**src/rtl/branch_exec_unit_if.sv**
```systemverilog
// Request/result bundle for branch_exec_unit.
//   master : producer of requests, consumer of results (issue side / bench)
//   slave  : the branch unit itself
// Request : in_valid/in_ready handshake plus pc, opcode, func3, operands, imm,
//           fetch-time prediction.
// Result  : out_valid/out_ready handshake plus taken, next_pc, link, mispredict.
// XLEN here must match the XLEN of the branch_exec_unit it is bound to.
interface branch_exec_unit_if #(
  parameter int unsigned XLEN = 32
) ();
  logic            in_valid;
  logic            in_ready;
  logic [XLEN-1:0] in_pc;
  logic [6:0]      in_opcode;
  logic [2:0]      in_func3;
  logic [XLEN-1:0] in_src1;
  logic [XLEN-1:0] in_src2;
  logic [XLEN-1:0] in_imm;
  logic            in_pred_taken;

  logic            out_valid;
  logic            out_ready;
  logic            out_taken;
  logic [XLEN-1:0] out_next_pc;
  logic [XLEN-1:0] out_link;
  logic            out_mispredict;

  modport master (
    output in_valid, in_pc, in_opcode, in_func3, in_src1, in_src2, in_imm, in_pred_taken,
    input  in_ready,
    input  out_valid, out_taken, out_next_pc, out_link, out_mispredict,
    output out_ready
  );

  modport slave (
    input  in_valid, in_pc, in_opcode, in_func3, in_src1, in_src2, in_imm, in_pred_taken,
    output in_ready,
    output out_valid, out_taken, out_next_pc, out_link, out_mispredict,
    input  out_ready
  );
endinterface

```
**src/rtl/branch_exec_unit.sv**
```systemverilog
// Branch/jump resolution stage for the EX path.
// Resolves the six conditional branches plus JAL/JALR, registers the result in a
// single valid/ready output slot (latency 1), keeps a direct-mapped BHT of 2-bit
// counters for IF lookups, and counts delivered mispredicts (saturating).
// Ports:
//   clk, rst_n   : clock, asynchronous active-low reset
//   flush        : redirect; drops the held result and the current request
//   bus          : request/result bundle (slave modport)
//   pred_pc      : IF lookup PC
//   pred_taken   : BHT prediction for pred_pc (combinational, pre-update value)
//   mispred_cnt  : saturating count of mispredicts handed to the consumer
module branch_exec_unit #(
  parameter int unsigned XLEN        = 32,
  parameter int unsigned BHT_ENTRIES = 16,
  parameter int unsigned CNT_W       = 32
) (
  input  logic                clk,
  input  logic                rst_n,
  input  logic                flush,
  branch_exec_unit_if.slave   bus,
  input  logic [XLEN-1:0]     pred_pc,
  output logic                pred_taken,
  output logic [CNT_W-1:0]    mispred_cnt
);

  localparam int unsigned IdxW = $clog2(BHT_ENTRIES);

  localparam logic [6:0] OpBranch = 7'b1100011;
  localparam logic [6:0] OpJal    = 7'b1101111;
  localparam logic [6:0] OpJalr   = 7'b1100111;

  localparam logic [XLEN-1:0] PcStep   = XLEN'(4);
  localparam logic [XLEN-1:0] JalrMask = {{(XLEN-1){1'b1}}, 1'b0};

  // ---------------------------------------------------------------------------
  // Handshake
  // ---------------------------------------------------------------------------
  logic out_valid_q, out_valid_d;
  logic in_ready;
  logic accept;

  assign in_ready = !out_valid_q || bus.out_ready;
  assign accept   = bus.in_valid && in_ready && !flush;

  // ---------------------------------------------------------------------------
  // Compare: one subtractor gives eq, ltu and (with the sign fix-up) lt
  // ---------------------------------------------------------------------------
  logic [XLEN:0] diff;
  logic          eq, lt, ltu;

  assign diff = {1'b0, bus.in_src1} + {1'b0, ~bus.in_src2} + {{XLEN{1'b0}}, 1'b1};
  assign eq   = (diff[XLEN-1:0] == '0);
  assign ltu  = !diff[XLEN];
  // Differing signs: the negative operand is the smaller one.
  assign lt   = (bus.in_src1[XLEN-1] != bus.in_src2[XLEN-1]) ? bus.in_src1[XLEN-1]
                                                             : diff[XLEN-1];

  logic cond_taken;
  always_comb begin
    cond_taken = 1'b0;
    case (bus.in_func3)
      3'd0:    cond_taken = eq;
      3'd1:    cond_taken = !eq;
      3'd4:    cond_taken = lt;
      3'd5:    cond_taken = !lt;
      3'd6:    cond_taken = ltu;
      3'd7:    cond_taken = !ltu;
      default: cond_taken = 1'b0;
    endcase
  end

  // ---------------------------------------------------------------------------
  // Resolution
  // ---------------------------------------------------------------------------
  logic            is_branch;
  logic            res_taken;
  logic            res_mis;
  logic [XLEN-1:0] pc_plus4;
  logic [XLEN-1:0] res_target;
  logic [XLEN-1:0] res_next_pc;

  assign is_branch = (bus.in_opcode == OpBranch);
  assign pc_plus4  = bus.in_pc + PcStep;

  always_comb begin
    res_taken  = 1'b0;
    res_mis    = 1'b0;
    res_target = bus.in_pc + bus.in_imm;
    case (bus.in_opcode)
      OpBranch: begin
        res_taken = cond_taken;
        res_mis   = cond_taken != bus.in_pred_taken;
      end
      OpJal: begin
        res_taken = 1'b1;
        res_mis   = !bus.in_pred_taken;
      end
      OpJalr: begin
        res_taken  = 1'b1;
        res_target = (bus.in_src1 + bus.in_imm) & JalrMask;
        // The target register is never predicted, so JALR always redirects.
        res_mis    = 1'b1;
      end
      default: begin
        res_taken = 1'b0;
        res_mis   = 1'b0;
      end
    endcase
  end

  assign res_next_pc = res_taken ? res_target : pc_plus4;

  // ---------------------------------------------------------------------------
  // Output slot
  // ---------------------------------------------------------------------------
  logic            out_taken_q;
  logic            out_mis_q;
  logic [XLEN-1:0] out_next_pc_q;
  logic [XLEN-1:0] out_link_q;

  always_comb begin
    out_valid_d = out_valid_q;
    if (flush) begin
      out_valid_d = 1'b0;
    end else if (accept) begin
      out_valid_d = 1'b1;
    end else if (bus.out_ready) begin
      out_valid_d = 1'b0;
    end
  end

  always_ff @(posedge clk or negedge rst_n) begin
    if (!rst_n) begin
      out_valid_q   <= 1'b0;
      out_taken_q   <= 1'b0;
      out_mis_q     <= 1'b0;
      out_next_pc_q <= '0;
      out_link_q    <= '0;
    end else begin
      out_valid_q <= out_valid_d;
      if (accept) begin
        out_taken_q   <= res_taken;
        out_mis_q     <= res_mis;
        out_next_pc_q <= res_next_pc;
        out_link_q    <= pc_plus4;
      end
    end
  end

  assign bus.in_ready       = in_ready;
  assign bus.out_valid      = out_valid_q;
  assign bus.out_taken      = out_taken_q;
  assign bus.out_next_pc    = out_next_pc_q;
  assign bus.out_link       = out_link_q;
  assign bus.out_mispredict = out_mis_q;

  // ---------------------------------------------------------------------------
  // BHT: 2-bit saturating counters, reset to weakly not-taken
  // ---------------------------------------------------------------------------
  logic [1:0]      bht_q [BHT_ENTRIES];
  logic [IdxW-1:0] wr_idx;
  logic [IdxW-1:0] rd_idx;
  logic [1:0]      wr_old;
  logic [1:0]      wr_new;
  logic            bht_we;

  assign wr_idx = bus.in_pc[IdxW+1:2];
  assign rd_idx = pred_pc[IdxW+1:2];
  assign wr_old = bht_q[wr_idx];
  assign bht_we = accept && is_branch;

  always_comb begin
    wr_new = wr_old;
    if (cond_taken) begin
      if (wr_old != 2'b11) wr_new = wr_old + 2'b01;
    end else begin
      if (wr_old != 2'b00) wr_new = wr_old - 2'b01;
    end
  end

  always_ff @(posedge clk or negedge rst_n) begin
    if (!rst_n) begin
      for (int i = 0; i < int'(BHT_ENTRIES); i++) begin
        bht_q[i] <= 2'b01;
      end
    end else if (bht_we) begin
      bht_q[wr_idx] <= wr_new;
    end
  end

  // Read straight from the array, so a same-cycle write is not visible yet.
  assign pred_taken = bht_q[rd_idx][1];

  logic unused_pred_pc_bits;
  assign unused_pred_pc_bits = ^{pred_pc[XLEN-1:IdxW+2], pred_pc[1:0]};

  // ---------------------------------------------------------------------------
  // Mispredict counter: counts results actually handed over
  // ---------------------------------------------------------------------------
  logic [CNT_W-1:0] cnt_q, cnt_d;

  always_comb begin
    cnt_d = cnt_q;
    if (out_valid_q && bus.out_ready && out_mis_q && !flush && (cnt_q != '1)) begin
      cnt_d = cnt_q + {{(CNT_W-1){1'b0}}, 1'b1};
    end
  end

  always_ff @(posedge clk or negedge rst_n) begin
    if (!rst_n) begin
      cnt_q <= '0;
    end else begin
      cnt_q <= cnt_d;
    end
  end

  assign mispred_cnt = cnt_q;

endmodule
```
**src/flat_wrapper.sv**
```systemverilog
// flat-port wrapper written by rule: the top's interface ports become plain ports
module branch_exec_unit_flat 
#(
  parameter int unsigned XLEN        = 32,
  parameter int unsigned BHT_ENTRIES = 16,
  parameter int unsigned CNT_W       = 32
)
  (clk, rst_n, flush, pred_pc, pred_taken, mispred_cnt, bus_in_valid, bus_in_pc, bus_in_opcode, bus_in_func3, bus_in_src1, bus_in_src2, bus_in_imm, bus_in_pred_taken, bus_in_ready, bus_out_valid, bus_out_taken, bus_out_next_pc, bus_out_link, bus_out_mispredict, bus_out_ready);
  branch_exec_unit_if #(.XLEN(XLEN)) bus_i ();
  input  logic clk;
  input  logic rst_n;
  input  logic flush;
  input  logic [XLEN-1:0] pred_pc;
  output logic pred_taken;
  output logic [CNT_W-1:0] mispred_cnt;
  input wire logic [$bits(bus_i.in_valid)-1:0] bus_in_valid;
  input wire logic [$bits(bus_i.in_pc)-1:0] bus_in_pc;
  input wire logic [$bits(bus_i.in_opcode)-1:0] bus_in_opcode;
  input wire logic [$bits(bus_i.in_func3)-1:0] bus_in_func3;
  input wire logic [$bits(bus_i.in_src1)-1:0] bus_in_src1;
  input wire logic [$bits(bus_i.in_src2)-1:0] bus_in_src2;
  input wire logic [$bits(bus_i.in_imm)-1:0] bus_in_imm;
  input wire logic [$bits(bus_i.in_pred_taken)-1:0] bus_in_pred_taken;
  output wire logic [$bits(bus_i.in_ready)-1:0] bus_in_ready;
  output wire logic [$bits(bus_i.out_valid)-1:0] bus_out_valid;
  output wire logic [$bits(bus_i.out_taken)-1:0] bus_out_taken;
  output wire logic [$bits(bus_i.out_next_pc)-1:0] bus_out_next_pc;
  output wire logic [$bits(bus_i.out_link)-1:0] bus_out_link;
  output wire logic [$bits(bus_i.out_mispredict)-1:0] bus_out_mispredict;
  input wire logic [$bits(bus_i.out_ready)-1:0] bus_out_ready;
  assign bus_i.in_valid = bus_in_valid;
  assign bus_i.in_pc = bus_in_pc;
  assign bus_i.in_opcode = bus_in_opcode;
  assign bus_i.in_func3 = bus_in_func3;
  assign bus_i.in_src1 = bus_in_src1;
  assign bus_i.in_src2 = bus_in_src2;
  assign bus_i.in_imm = bus_in_imm;
  assign bus_i.in_pred_taken = bus_in_pred_taken;
  assign bus_in_ready = bus_i.in_ready;
  assign bus_out_valid = bus_i.out_valid;
  assign bus_out_taken = bus_i.out_taken;
  assign bus_out_next_pc = bus_i.out_next_pc;
  assign bus_out_link = bus_i.out_link;
  assign bus_out_mispredict = bus_i.out_mispredict;
  assign bus_i.out_ready = bus_out_ready;
  branch_exec_unit #(.XLEN(XLEN), .BHT_ENTRIES(BHT_ENTRIES), .CNT_W(CNT_W)) u_core (.clk(clk), .rst_n(rst_n), .flush(flush), .bus(bus_i), .pred_pc(pred_pc), .pred_taken(pred_taken), .mispred_cnt(mispred_cnt));
endmodule
```
**config.mk**
```make
export PLATFORM = sky130hd
export DESIGN_NAME = branch_exec_unit_flat
export DESIGN_NICKNAME = d
export VERILOG_FILES = /design/src/rtl/branch_exec_unit_if.sv /design/src/rtl/branch_exec_unit.sv /design/src/flat_wrapper.sv
export SDC_FILE = /design/constraint.sdc
export NUM_CORES = 1
export LEC_CHECK = 0
export BUFFER_PORTS_ARGS = -buffer_cell sky130_fd_sc_hd__buf_2
export CAP_MARGIN = 20
export CORE_ASPECT_RATIO = 0.7
export CORE_MARGIN = 3
export CORE_UTILIZATION = 46
export DETAILED_ROUTE_END_ITERATION = 12
export GPL_TIMING_DRIVEN = 1
export HOLD_SLACK_MARGIN = 0.06
export PLACE_DENSITY = 0.7
export SLEW_MARGIN = 15
export SYNTH_ARGS = -nofsm -noshare
export SYNTH_HDL_FRONTEND = slang
export SYNTH_SLANG_ARGS = --single-unit
```
**constraint.sdc**
```tcl
create_clock -name clk -period 7.85 [get_ports clk]
set_input_delay 0.3925 -clock clk [delete_from_list [all_inputs] [get_ports clk]]
set_output_delay 0.3925 -clock clk [all_outputs]
set_load 0.005 [all_outputs]
```
# == After elaboration in Yosys (flattened, before gate mapping) ==
# Cells that the tools add are included.
# word_totals
register_bits,131
latch_bits,0
ramBits,0
romBits,0
out_inout_bits,101
wordCells,89
mem_count,0
# op_classes
n_addsub,8
multipliers,0
div_mod_pow,0
order_cmp,3
n_eq_ne,12
shift,0
mux,21
n_bitwise,3
reduce_logical,20
# ops
cell,n
$add 32x32->32,2
$mux 32,2
$add 32x32->33,1
$add 33x1->33 const B,1
$add 32x1->32 const B,1
$add 32x3->32 const B,1
$bwmux 32,1
$logic_not 32->1,1
$ne 32x32->1 const B,1
$not 32->32,1
$eq 7x7->1 const B,3
$bmux 2 s4,2
$mux 2,8
$eq 3x3->1 const B,4
$ge 5x5->1 const B,2
$not 4->5,2
$demux 2 s4,1
$logic_and 1x1->1,8
$logic_not 1->1,6
$pmux 1 s6,1
$lt 5x1->1 const B,1
$mux 1,4
$eq 3x1->1 const B,1
$logic_not 3->1,1
10 further kinds,11

# == Logic depth before layout (Yosys ltp) ==
# Gate-level depths: netlist of run 1.
# logic_depth
word_depth,8
mapped_depth,26

# == Worst setup path after synthesis of run 1 ==
# Ideal clock, no wire load.
# synth_timing
path_kind,in2reg
start,input bus_in_src2[6]
end,register u_core.bht_q[11] (netlist name)
setup_time_ns,0.125
t_arrival_ns,5.890
t_required_ns,7.725
slack_ns,1.835
stages,24
n_path_buf,1
cell_sequence,inv_1 > ha_1 > a21o_1 > o2111a_1 > o31ai_1 > a21oi_1 > nor2b_1 > o22ai_1 > o21ai_0 > a21oi_1 > fa_1 > nand3_1 > a2111oi_0 > and4_1 > nand4_1 > or4_1 > or4_1 > nor4_2 > mux2_2 > o21bai_1 > nand2_1 > maj3_1 > buf_2 > mux2_2
# synth_via
elab_chain_len,8
word_cells_on_any_way,11
cone_classes,2 x add/sub; 4 x mux; 1 x bitwise; 4 x reduce/logical
# synth_rtl
item,line_no,text
start: declaration,flat_wrapper.sv:21,input wire logic [$bits(bus_i.in_src2)-1:0] bus_in_src2;
$not 32->32 (*),branch_exec_unit.sv:51,"assign diff = {1'b0, bus.in_src1} + {1'b0, ~bus.in_src2} + {{XLEN{1'b0}}, 1'b1};"
$add 32x32->33 (*),branch_exec_unit.sv:51,
$add 33x1->33 (*),branch_exec_unit.sv:51,
$logic_not 32->1 / $mux 1 (equally long branches),"branch_exec_unit.sv:52, branch_exec_unit.sv:55",
$logic_not 1->1 (on tied branches),"branch_exec_unit.sv:63, branch_exec_unit.sv:65",
$pmux 1 s6 (*),branch_exec_unit.sv:61,case (bus.in_func3)
$mux 2 (*),branch_exec_unit.sv:174,if (cond_taken) begin
$bwmux 32 (*),branch_exec_unit.sv:187,bht_q[wr_idx] <= wr_new;
end signal: indexed assignment,branch_exec_unit.sv:187,
end: declaration,branch_exec_unit.sv:160,logic [1:0] bht_q [BHT_ENTRIES];
# Mark *: on every way between the ends. The rest lies on a longest branch, timed or not.
# A chain may end at the register's enable or synchronous reset.

# == Worst setup path after layout of run 1 ==
# layout_timing
start,input bus_in_src1[3]
end,register u_core.bht_q[1] (netlist name)
# layout_via
elab_chain_len,7
word_cells_on_any_way,10
cone_classes,2 x add/sub; 4 x mux; 4 x reduce/logical
# layout_rtl
item,line_no,text
start: declaration,flat_wrapper.sv:20,input wire logic [$bits(bus_i.in_src1)-1:0] bus_in_src1;
$add 32x32->33 (*),branch_exec_unit.sv:51,
$add 33x1->33 (*),branch_exec_unit.sv:51,
$logic_not 32->1 / $mux 1 (equally long branches),"branch_exec_unit.sv:52, branch_exec_unit.sv:55",
$logic_not 1->1 (on tied branches),"branch_exec_unit.sv:63, branch_exec_unit.sv:65",
$pmux 1 s6 (*),branch_exec_unit.sv:61,
$mux 2 (*),branch_exec_unit.sv:174,
$bwmux 32 (*),branch_exec_unit.sv:187,
# Marked as above.

==> results of run 1 <==
[worst max-delay path by stage]
stage	cells after the start	to
detailed placement	23	u_core.bht_q[7]
global route	23	u_core.bht_q[19]
floorplan	24	u_core.bht_q[11]
CTS	23	u_core.bht_q[0]
finish	23	u_core.bht_q[1]
global placement	23	u_core.bht_q[19]
[layer usage]
metal | vias to the layer above | track usage | part of all wire
li1 | 5569 | - | -
met1 | 5414 | 0.3835 | 0.47
met2 | 441 | 0.3892 | 0.43
met3 | 44 | 0.06732 | 0.087
met4 | 8 | 0.05024 | 0.012
met5 | - | 0 | 0.0013
[Yosys cell counts, drive strengths merged, types with 11 or more instances]
master / number
nand2b: 17
o21a: 16
a21oi: 83
nand2: 210
a211oi: 15
dfstp: 16
buf: 12
ha: 98
nand3: 41
o31ai: 15
xor2: 46
clkbuf: 26
xnor2: 73
mux2: 48
nand4: 27
nor2b: 15
a31oi: 11
inv: 67
a21o: 39
nor2: 82
o21ai: 108
and3: 14
mux4: 15
dfrtp: 115
nor3: 19
mux2i: 28
[sequential cells by signal, indices dropped and copies added, names as in the netlist]
register / flops
u_core.bus.out_valid: 1
u_core.bus.out_taken: 1
u_core.bus.out_next_pc: 32
u_core.mispred_cnt: 32
u_core.bus.out_link: 32
u_core.bht_q: 32
u_core.bus.out_mispredict: 1
[through the flow]
step	util	power, mW
5_1_grt	0.5613	2.442
6_report	0.5613	2.307
3_3_place_gp	0.5373	1.506
3_5_place_dp	0.5373	1.518
4_1_cts	0.5607	2.313
2_1_floorplan	-	1.246
[cells in the final DEF, fill, tap and decap left out, drive strengths merged, types with 17 or more instances in the layout]
master  synthesis  layout
buf            12     255
inv            67      68
nand4          27      27
a21o           39      39
xor2           46      46
ha             98      98
nand3          41      41
nand2         210     210
mux2i          28      28
nand2b         17      17
mux2           48      48
xnor2          73      73
dfrtp         115     115
o21ai         108     108
clkbuf         26      19
nor2           82      82
nor3           19      19
a21oi          83      83
[report_power, final]
group | internal, mW | switching (mW)
registers | 0.735 | 0.0384
logic | 0.313 | 0.434
clock network | 0.483 | 0.303
total | 1.53 | 0.776
[cell families (layout without fill, tap and decap cells)]
| logic type | Yosys count | count (layout) |
|---|---|---|
| flip-flops | 131 | 131 |
| adder cells (fa/ha/maj) | 104 | 104 |
| XOR/XNOR | 119 | 119 |
| AND/OR/NAND/NOR | 479 | 479 |
| multiplexers | 91 | 91 |
| buffers and inverters | 105 | 354 |
| AO/OA/AOI/OAI | 367 | 367 |
| other | 0 | 6 |
[layout make-up]
cell class,count,area (um^2)
fill,2352,10960
inverter,67,251.5
clock inverter,13,133.9
timing repair buffer,255,1321
multi-input combinational,1160,8145
sequential,131,3298
tap,325,406.6
antenna,6,15.01
clock buffer,19,452.9
[worst reg2reg max path, stage by stage (launching register included)]
cell and delay [ns]:
dfrtp_1 0.42, and3_1 0.25, and4_1 0.26, and4_1 0.26, and4_1 0.27, a21oi_1 0.45
and3_1 0.32, nor2b_1 0.55, nand2_1 0.24, nor2_1 0.16, xor2_1 0.17
==> impl_metrics.py, run 1 <==
metrics = {
    "logic_synthesis": {
        "synth_top_family_by_area": "compound AO/OA/AOI/OAI gates",
        "synth_adder_area_share": 0.1119,
        "netlist_area_um2": 11850,
        "synth_edf_count": 0,
        "yosys_warnings": 0,
        "yosysTopAreaCell": "dfrtp_1",
        "synth.distinct_cells": 79,
        "synth_area_per_cell_um2": 8.490,
        "ys.flop_type": "dfrtp_1",
        "synth_xor_area_frac": 0.08794,
        "synth_top_area_frac": 0.2428,
        "syn-num-nets": 1674,
        "synthCells": 1396,
        "yosysSeqAreaShare": 0.2783,
        "synth-simple-area-share": 0.1898,
        "async_flop_share": 1.000,
        "synth_compound_area_frac": 0.1982,
        "synth_area_leaders": "dfrtp_1 24%, ha_1 10%, nand2_1 6.7%, xnor2_1 5.4%, mux2_2 4.4%",
        "muxShareOfSynthArea": 0.09840,
        "synth-seq-cells": 131,
    },
    "cells_and_area": {
        "instances_no_fill": 1976,
        "synthToLayoutAreaGrowth_pct": 18.34,
        "fin_nets": 1910,
        "layout-drive-gt1-share": 0.2347,
        "design_area_um2": 14020,
    },
    "timing": {
        "tightestPinTransition_ns": 0.9332,
        "relSlewSlack": 0.3618,
        "skew_ns": 0.007787,
        "min_period_ns": 6.787,
        "fin_crit_sh": 0.8646,
        "setup_viol": 0,
        "finalHoldViolations": 0,
        "fin_ws_ns": 1.063,
        "max_freq_mhz": 147.3,
        "rsz0062_at_grt": "false",
        "holdWs_ns": 0.06867,
        "fin_tns_setup_ns": 0,
        "slew_viol_final": 0,
    },
    "clock_network": {
        "cts_setup_buffers": 0,
        "ctsLongestPathBuffers": 2,
        "clkLatencyLatePin_ns": 0.41,
        "cts.repair.resized": 0,
        "htreeDepth": 4,
        "cts_buffers": 17,
        "clkTransAtPathRegs_ns": 0.06,
        "cts_tree": "done",
        "clockRootBuffer": "clkbuf_16",
        "clock-sinks": 131,
        "hold_buffers": 0,
    },
    "pwr": {
        "power.density_nw_per_um2": 164.5,
        "vdd_ir_drop_max_v": 0.0001568,
        "power_leakage_nw": 7.010,
    },
    "worst_setup_path": {
        "end_kind": "flop",
        "arrival_ns": 7.08,
        "path_class": "in -> reg",
        "path_buf_inv": 1,
        "reg2reg_from": "u_core.mispred_cnt[12]",
        "crit_required_ns": 8.15,
        "startpoint_type": "input pin",
        "reg2reg_setup_slack_ns": 4.42,
        "crit_start": "bus_in_src1[3]",
        "reg2regPathDepth": 10,
        "path_delay_family": "simple AND/OR/NAND/NOR gates",
        "cp_max_fo": 16,
        "path_cells": "buf_2 > ha_1 > nand2_1 > a211oi_2 > o31ai_1 > a21oi_1 > nor2b_1 > o22ai_1 > o21ai_0 > a21oi_1 > fa_1 > nand3_1 > a2111oi_0 > and4_1 > nand4_1 > or4_1 > or4_1 > nor4_2 > mux2_2 > o21bai_1 > nand2_1 > maj3_1 > mux2_2",
        "r2r_end": "u_core.mispred_cnt[26]",
        "cpMaxStageDelayCell": "maj3_1",
        "cpPeakStageDelay_ns": 0.59,
    },
    "place": {
        "place_area_um2": 13420,
        "dp.cells": 1938,
        "place.port_buffers": 248,
        "dp_slack_ns": 0.7534,
        "hpwl_um": 29380,
        "place.gp.congestion": 0.9942,
    },
    "floorplanning": {
        "die_x_um": 197.8,
        "num_rows": 48,
        "io-pin-count": 277,
        "dieHeight_um": 140.3,
        "start_util": 0.4744,
        "core_area_um2": 24980,
        "design.die.area_um2": 27760,
    },
    "routing": {
        "wl_um": 36740,
        "vias": 11480,
        "wire_per_inst_um": 18.59,
        "avgViaCountPerCell": 5.808,
        "drtIter0Drc": 840,
        "antenna_left": 0,
        "drc": 0,
        "dr.pass1.iters": 5,
    },
    "global_routing": {
        "grt-ovfl-total": 0,
        "grt_pass1_vias": 10870,
        "grt_antenna_before_repair": 10,
        "grt_pass1_wl_um": 58060,
        "grt_max_degree": 109,
        "grt.total_usage": 0.2608,
    },
    "job": {
        "maxCapViolations": 0,
    },
    "min_path": {
        "holdCritPathClass": "in -> async",
    },
    "outcome": {
        "status": "completed",
    },
}
Note: power is estimated with default switching activity, not from simulation.
==> inputs of run 2 (changes only) <==
CORE_ASPECT_RATIO = 0.9   (was 0.7)
==> run 2 against run 1 <==
Worst hold slack gained 0.12 ns. Flip-flop and latch count is the same. Non-clock buffer count is the same. Critical path depth grew 1. Sequential power is essentially flat. Count of clock-buffer cells in the layout shrank 1. Setup slack gained 0.064 ns. Utilization shrank 0.69 points. Critical endpoint is now u_core.bht_q[11].
==> impl_metrics.py, run 2 (synthesis results as in run 1) <==
metrics = {
    "outcome": {
        "status": "completed",
    },
    "cells_and_area": {
        "fin_nets": 1910,
        "layout-drive-gt1-share": 0.2334,
        "synthToLayoutAreaGrowth_pct": 18.16,
        "instances_no_fill": 1991,
        "fillCellCount": 2393,
        "final_cell_mix": "247 x buf_2, 210 x nand2_1, 115 x dfrtp_1",
        "final_common_cell": "buf_2",
    },
    "place": {
        "dp.cells": 1954,
        "hpwl_um": 28600,
        "place.port_buffers": 248,
        "place.gp.congestion": 0.9657,
    },
    "timing": {
        "relSlewSlack": 0.3277,
        "max_freq_mhz": 148.7,
        "min_period_ns": 6.723,
        "fin_tns_setup_ns": 0,
        "tightestPinTransition_ns": 1.008,
        "fin_crit_sh": 0.8565,
        "setup_viol": 0,
        "skew_ns": 0.01167,
        "finalHoldViolations": 0,
        "rsz0062_at_grt": "false",
        "slew_viol_final": 0,
    },
    "clock_network": {
        "clkLatencyLatePin_ns": 0.42,
        "htreeDepth": 4,
        "cts_tree": "done",
        "hold_buffers": 1,
        "cts.repair.resized": 0,
        "clock-sinks": 131,
        "ctsLongestPathBuffers": 2,
        "clkTransAtPathRegs_ns": 0.06,
        "clockRootBuffer": "clkbuf_16",
        "cts_setup_buffers": 0,
        "cts_buffers": 17,
    },
    "min_path": {
        "holdCritPathClass": "in -> reg",
    },
    "worst_setup_path": {
        "startpoint_type": "input pin",
        "arrival_ns": 7.02,
        "cpMaxStageDelayCell": "maj3_1",
        "crit_required_ns": 8.15,
        "end_kind": "flop",
        "path_cells": "buf_2 > inv_1 > ha_1 > a21o_1 > o2111a_1 > o31ai_1 > a21oi_1 > nor2b_1 > o22ai_1 > o21ai_0 > a21oi_1 > fa_1 > nand3_1 > a2111oi_0 > and4_1 > nand4_1 > or4_1 > or4_1 > nor4_2 > mux2_2 > o21bai_1 > nand2_1 > maj3_1 > mux2_2",
        "cpPeakStageDelay_ns": 0.59,
        "cp_max_fo": 16,
        "reg2reg_setup_slack_ns": 4.24,
        "path_class": "in -> reg",
    },
    "floorplanning": {
        "core_area_um2": 25260,
        "num_rows": 55,
        "die_x_um": 175.2,
        "io-pin-count": 277,
        "dieHeight_um": 158.3,
        "start_util": 0.4693,
        "design.die.area_um2": 27730,
    },
    "routing": {
        "wl_um": 36110,
        "drtIter0Drc": 769,
        "wire_per_inst_um": 18.14,
        "vias": 11370,
        "drc": 0,
        "antenna_left": 0,
        "dr.pass1.iters": 5,
        "avgViaCountPerCell": 5.710,
    },
    "pwr": {
        "power.density_nw_per_um2": 161.9,
        "clockPowerShare": 0.333,
        "p_seq_frac": 0.340,
        "p_sw_frac": 0.3447,
        "p_int_mw": 1.485,
        "p_switching_mw": 0.7814,
        "vdd_ir_drop_max_v": 0.0001619,
        "power_leakage_nw": 6.978,
        "comb_power_share": 0.326,
    },
    "global_routing": {
        "grt-ovfl-total": 0,
        "grt.total_usage": 0.2490,
        "grt_max_degree": 109,
        "grt_pass1_vias": 10410,
        "grt_antenna_before_repair": 8,
        "grt_pass1_wl_um": 55260,
    },
    "job": {
        "maxCapViolations": 0,
    },
}
run 2: cell types whose count changed in the layout (fill, tap and decap cells not counted), sizes merged:
cell         delta
clkinvlp        +2
inv             +3
clkbuf          -1
diode           -2
buf             -1
bufinv          -1
dlygate4sd3     +1
clkinv          -3
run 2: final cells by class:
cell class / count / area [um^2] / share of cell area
multi-input cells: 1160 / 8145 / 0.5817
flip-flops and latches: 131 / 3298 / 0.2355
repair buffers: 255 / 1311 / 0.09364
clock buffers: 18 / 429.2 / 0.03065
well taps: 342 / 427.9 / 0.03056
inverters: 67 / 251.5 / 0.01796
clock inverters: 14 / 130.1 / 0.009292
diodes: 4 / 10.01 / 0.0007148
run 2: final timing paths:
kind	depth (start not counted)	startpoint	end
min in group asynchronous	2	rst_n	u_core.mispred_cnt[8]
setup / recovery	24	bus_in_src2[6]	u_core.bht_q[11]
max in group asynchronous	3	rst_n	u_core.bus.out_link[3]
setup reg to reg	10	u_core.mispred_cnt[12]	u_core.mispred_cnt[26]
hold / removal	2	flush	u_core.bus.out_valid
hold reg to reg	1	u_core.bus.out_taken	u_core.bus.out_taken
run 2: through the flow:
step                        util  power (mW)  instance area [um^2]  setup slack, ns  hold slack (ns)
after floorplan                -       1.246                 11850            1.835          0.09691
after global placement    0.5315       1.501                 13420           0.8929           0.4557
after detailed placement  0.5315       1.514                 13420           0.7954           0.4569
after CTS                 0.5541       2.271                 13990            1.186           0.1749
after global routing      0.5543       2.398                 14000           0.6637           0.1787
final                     0.5545       2.267                 14000            1.127           0.1860
run 2: power by group through the flow:
stage	sequential, mW	clock [mW]	combinational [mW]
finish	0.771	0.755	0.740
global route	0.779	0.799	0.820
CTS	0.772	0.763	0.736
detailed placement	0.782	0	0.732
global placement	0.781	0	0.719
floorplan	0.785	0	0.461
run 2: critical path: cells and delay by family:
kind                     cells  cell delay (ns)
multiplexers                 2             0.77
buffers and inverters        2             0.11
AND/OR/NAND/NOR              8             2.13
adder cells (fa/ha/maj)      3             1.47
AO/OA/AOI/OAI                9             2.13
run 2: layer usage:
layer	vias up	global-route usage	share of wire
met4	10	0.05469	0.016
met1	5398	0.3533	0.46
met2	367	0.4023	0.46
li1	5549	-	-
met5	-	0	0.0014
met3	44	0.04173	0.066
